$ cat config.mk
export PLATFORM = sky130hd
export DESIGN_NAME = imem_loader
export DESIGN_NICKNAME = d
export VERILOG_FILES = /design/src/rtl/imem_loader.sv
export SDC_FILE = /design/constraint.sdc
export NUM_CORES = 1
export LEC_CHECK = 0
export CAP_MARGIN = 10
export CORE_MARGIN = 2
export CORE_UTILIZATION = 48
export DETAILED_ROUTE_END_ITERATION = 16
export PLACE_DENSITY = 0.86
export SETUP_SLACK_MARGIN = 0.05
export SYNTH_ARGS = -nofsm -noshare
export SYNTH_HDL_FRONTEND = slang
export SYNTH_SLANG_ARGS = --single-unit
$ cat constraint.sdc
create_clock -name clk -period 2.3 [get_ports clk]
set_clock_uncertainty 0.2 [all_clocks]
set_input_delay 0.345 -clock clk [delete_from_list [all_inputs] [get_ports clk]]
set_output_delay 0.345 -clock clk [all_outputs]
set_load 0.02 [all_outputs]
$ cat src/rtl/imem_loader.sv
// -----------------------------------------------------------------------------
// imem_loader
//
// Program loader for the write side of the core's instruction memory. It takes
// a big-endian byte stream over a valid/ready handshake and packs every four
// bytes into one 32-bit word. The words are written to consecutive word-aligned
// byte addresses, starting at 0. The core is held (cpu_hold = 1) until the
// requested number of words has been written.
//
// Parameters
//   ADDR_W       byte-address width of the instruction memory (core PC width)
//   DEPTH_WORDS  memory capacity in words (2^ADDR_W / 4)
//
// Ports
//   clk        in   single clock, rising edge
//   rst        in   asynchronous active-low reset
//   start      in   one-cycle load request, honoured only in IDLE or DONE
//   len_words  in   number of words to load, sampled with start
//   in_valid   in   byte-stream valid
//   in_data    in   byte-stream data
//   in_ready   out  loader accepts a byte this cycle (RECV only)
//   mem_we     out  instruction-memory write enable, one cycle per word
//   mem_addr   out  byte address of the write (multiple of 4)
//   mem_wdata  out  assembled instruction word
//   cpu_hold   out  keep the core held; low only in DONE
//   busy       out  load in progress (RECV or WRITE)
//   done       out  last load completed
//   err        out  last start rejected for an oversize length (sticky)
// -----------------------------------------------------------------------------
module imem_loader #(
    parameter int ADDR_W      = 5,
    parameter int DEPTH_WORDS = 8
) (
    input  logic              clk,
    input  logic              rst,
    input  logic              start,
    input  logic [ADDR_W-2:0] len_words,
    input  logic              in_valid,
    input  logic [7:0]        in_data,
    output logic              in_ready,
    output logic              mem_we,
    output logic [ADDR_W-1:0] mem_addr,
    output logic [31:0]       mem_wdata,
    output logic              cpu_hold,
    output logic              busy,
    output logic              done,
    output logic              err
);

    typedef enum logic [1:0] {
        ST_IDLE  = 2'd0,
        ST_RECV  = 2'd1,
        ST_WRITE = 2'd2,
        ST_DONE  = 2'd3
    } state_t;

    localparam logic [ADDR_W-2:0] MAX_LEN  = (ADDR_W-1)'(DEPTH_WORDS);
    localparam logic [ADDR_W-1:0] ADDR_INC = (ADDR_W)'(4);
    localparam logic [ADDR_W-2:0] CNT_ONE  = (ADDR_W-1)'(1);

    state_t            state_reg,    state_next;
    logic [ADDR_W-1:0] addr_reg,     addr_next;
    logic [31:0]       wdata_reg,    wdata_next;
    logic [ADDR_W-2:0] word_cnt_reg, word_cnt_next;
    logic [ADDR_W-2:0] len_reg,      len_next;
    logic [1:0]        byte_cnt_reg, byte_cnt_next;
    logic              err_reg,      err_next;

    // State register. Reset discards any partial word; memory contents
    // already written are outside this block and stay untouched.
    always_ff @(posedge clk or negedge rst) begin
        if (!rst) begin
            state_reg    <= ST_IDLE;
            addr_reg     <= '0;
            wdata_reg    <= '0;
            word_cnt_reg <= '0;
            len_reg      <= '0;
            byte_cnt_reg <= '0;
            err_reg      <= 1'b0;
        end else begin
            state_reg    <= state_next;
            addr_reg     <= addr_next;
            wdata_reg    <= wdata_next;
            word_cnt_reg <= word_cnt_next;
            len_reg      <= len_next;
            byte_cnt_reg <= byte_cnt_next;
            err_reg      <= err_next;
        end
    end

    // Next-state logic.
    always_comb begin
        state_next    = state_reg;
        addr_next     = addr_reg;
        wdata_next    = wdata_reg;
        word_cnt_next = word_cnt_reg;
        len_next      = len_reg;
        byte_cnt_next = byte_cnt_reg;
        err_next      = err_reg;

        case (state_reg)
            ST_IDLE, ST_DONE: begin
                if (start) begin
                    if (len_words == '0) begin
                        // Empty load: nothing to write, release the core.
                        err_next   = 1'b0;
                        state_next = ST_DONE;
                    end else if (len_words > MAX_LEN) begin
                        // Oversize request is refused so the address can
                        // never run past the end of memory.
                        err_next = 1'b1;
                    end else begin
                        len_next      = len_words;
                        word_cnt_next = '0;
                        byte_cnt_next = '0;
                        addr_next     = '0;
                        err_next      = 1'b0;
                        state_next    = ST_RECV;
                    end
                end
            end

            ST_RECV: begin
                if (in_valid) begin
                    // Big-endian: the first byte shifts up into bits 31:24.
                    wdata_next    = {wdata_reg[23:0], in_data};
                    byte_cnt_next = byte_cnt_reg + 2'd1;
                    if (byte_cnt_reg == 2'd3) begin
                        state_next = ST_WRITE;
                    end
                end
            end

            ST_WRITE: begin
                addr_next     = addr_reg + ADDR_INC;
                word_cnt_next = word_cnt_reg + CNT_ONE;
                if ((word_cnt_reg + CNT_ONE) == len_reg) begin
                    state_next = ST_DONE;
                end else begin
                    state_next = ST_RECV;
                end
            end

            default: begin
                state_next = ST_IDLE;
            end
        endcase
    end

    // Outputs are decoded from registered state only.
    assign in_ready  = (state_reg == ST_RECV);
    assign mem_we    = (state_reg == ST_WRITE);
    assign busy      = (state_reg == ST_RECV) || (state_reg == ST_WRITE);
    assign done      = (state_reg == ST_DONE);
    assign cpu_hold  = (state_reg != ST_DONE);
    assign mem_addr  = addr_reg;
    assign mem_wdata = wdata_reg;
    assign err       = err_reg;

endmodule

==> impl_metrics.toml <==
[timing]
finalHoldViolations = 0
setup_slack_ns = 0.157
setup_viol = 0
min_period_ns = 2.14
rsz0062_at_grt = "false"
final.setup.tns_ns = 0
post-route-period-util_pct = 93.2
hold_ws_ns = 0.259
drv_slew = 0
fmax_ghz = 0.467

[critical_path]
reg2reg_to = "word_cnt_reg[3]"
worst_setup_path_start_kind = "flip-flop"
cp-startpoint = "state_reg[0]"
r2r_slack_ns = 0.25
crit_end = "busy"
cp.required_ns = 1.75
reg2reg_depth = 6
crit_type = "reg -> out"
end_kind = "primary output"
crit_fanout = 6
cp.arrival_ns = 1.60
r2r_start = "state_reg[0]"

[floorplan]
fp-row-count = 24
num_io_pins = 59
start_util_pct = 49.9
fp.dieArea_sq_um = 5080
core_area_sq_um = 4350
fp.dieW_um = 71.3
fp.dieH_um = 71.3

[worst_hold_path]
hold_path_class = "in -> async"

[drt]
routed_wl_mm = 4.27
firstDrtPassIters = 4
vias = 1534
wl_per_cell_um = 14.7
viasPerCell = 5.27
drtIter0Drc = 71
drc = 0
ant_nets = 0

[placed_design]
gp_congestion = 0.776
postPlaceCellArea_sq_um = 2850
pre_cts_ws_ns = -0.0767
port_buffers = 56
hpwlAfterDp_mm = 3.05

[clocking]
clk_path_buf_depth = 2
cts_tree = "built"
cts_sinks = 48
cts-root-buf = "clkbuf_8"
h-tree-depth = 2
clk_latency_ns = 0.30
cts_setup_buffers = 0
path_clk_slew_ns = 0.09
numCtsBuffers = 5

[power]
p_int_uw = 2880
vdd_drop_max_uv = 1160
leakagePower_uw = 0.00127
seqPwrFrac_pct = 33.6
pwr-share-comb_pct = 51.9
sw_frac_of_total_pct = 36.6
powerDensity_nw_per_um2 = 1520
switching_power_uw = 1660
pwr-share-clk_pct = 14.4

[yosys]
yosys_register_bits = 48
synth_fa_ha_area_share_pct = 3.46
synth_compound_area_share_pct = 8.64
syn-instance-count = 170
avgSynthCellArea_sq_um = 12.8
synth_top_family_by_area = "multiplexers"
yosysWarnings = 0
synth_area_sq_um = 2170
synthSimpleGateAreaFrac_pct = 8.58
synth_xor_area_share_pct = 2.42
yosysSeqAreaShare_pct = 55.3
yosysUniqueCellTypes = 28
synth_mux_area_share_pct = 19.2

[finish]
nets = 260
diodes = 0
drive_gt1_share_pct = 25.1
final_area_sq_um = 2990
largest_reg_flops = 32
area_growth_pct = 37.4
final_core_util_pct = 68.6

[run_status]
status = "complete, no violations"

[grt]
grt_first_pass_wirelength_mm = 7.00
grt_max_degree = 35
antenna_found_initial = 0
globalRoute.totalOverflow = 0
grtUsageTotal_pct = 17.5
grt_pass1_vias = 1513

[flow_run]
maxCapViolCount = 0
-- stage by stage --
stage | instances | power (uW)
detailed placement | 282 | 3920
CTS | 291 | 4590
floorplan | 171 | 2870
finish | 291 | 4540
global placement | 282 | 3850
global route | 291 | 4820
-- critical path, cell delays in order (launching register included) --
cell and delay (ns):
dfrtp_1 0.40, inv_1 0.06, ha_1 0.40, inv_1 0.12
dlygate4sd2_1 0.34
-- cell type report --
cell class                 instances  area, sq um
fill                             325         1370
sequential                        48         1200
multi-input combinational        112          926
timing repair buffer              67          652
clock buffer                       7         96.3
tap                               52         65.1
clock inverter                     1         30.0
inverter                           4         15.0
-- timing repair --
action / CTS / global route
gates resized for setup: 1 / 0
hold buffers: 1 / 0
endpoints found under the setup margin: 1 / 0
hold endpoints to repair: 11 / 0
-- kinds of logic after synthesis --
kind of cell	count (synthesis)
muxes	37
and+or+nand+nor	36
AOI/OAI and AO/OA	25
buffers and inverters	11
adders and majority gates	6
xor gates and xnor gates	6
DFF	48
other	1
-- worst min-delay path by stage --
stage | startpoint | slack [ns] | to | depth (start not counted)
after floorplan | rst | -0.15 | byte_cnt_reg[0] | 0
after global placement | rst | 0.05 | len_reg[1] | 1
after detailed placement | rst | 0.04 | len_reg[2] | 1
after CTS | rst | 0.26 | len_reg[2] | 2
after global routing | rst | 0.28 | len_reg[2] | 2
final | rst | 0.26 | len_reg[2] | 2
-- power groups by stage --
stage | clock [uW] | combinational, uW | sequential, uW
after floorplan | 0 | 1000 | 1870
after global placement | 0 | 2320 | 1530
after detailed placement | 0 | 2380 | 1550
after CTS | 671 | 2380 | 1540
after global routing | 711 | 2530 | 1590
final | 655 | 2360 | 1530
-- metal layers --
| layer | wire length (um) | track usage (%) | up-vias |
|---|---|---|---|
| met5 | 0 | 0 | - |
| met1 | 1790 | 21.6 | 736 |
| met2 | 2070 | 28.6 | 56 |
| met3 | 392 | 7.88 | 4 |
| li1 | - | - | 738 |
| met4 | 17 | 3.77 | 0 |
-- layout by cell type (no fill, tap or decap), drive strengths merged, types with 2 or more instances in the layout --
cell            n
o211ai          3
nor2            3
conb            2
clkdlybuf4s50  54
a31oi           3
ha              6
nand3b          2
buf            11
a21oi           5
clkbuf          7
nand2b          5
dfrtp          48
xnor2           4
nor2b           3
inv             4
o21ai           9
nand3           6
mux2           37
xor2            2
nand2          14
-- Yosys cell counts (all sizes together) --
cell type  instances  share of area, %
nor2b              3              0.86
a41oi              1               1.3
nand3b             2              0.69
o31ai              1              0.98
mux2              37                19
nor2               3              0.52
inv                4              0.69
or4b               1              0.46
nand2b             5               1.4
xnor2              4               1.6
o31a               1              0.40
a21bo              1              0.46
or4                1              0.52
nand3              6               1.4
ha                 6               3.5
buf                3              0.86
o211ai             3               1.0
nand2             14               2.4
a31oi              3              0.86
xor2               2              0.81
o41ai              1              0.40
clkbuf             4              0.69
conb               1              0.17
a21oi              5               1.2
dfrtp             48                55
o21ai              9               2.1
nand4              1              0.29
Note: power is estimated with default switching activity, not from simulation.
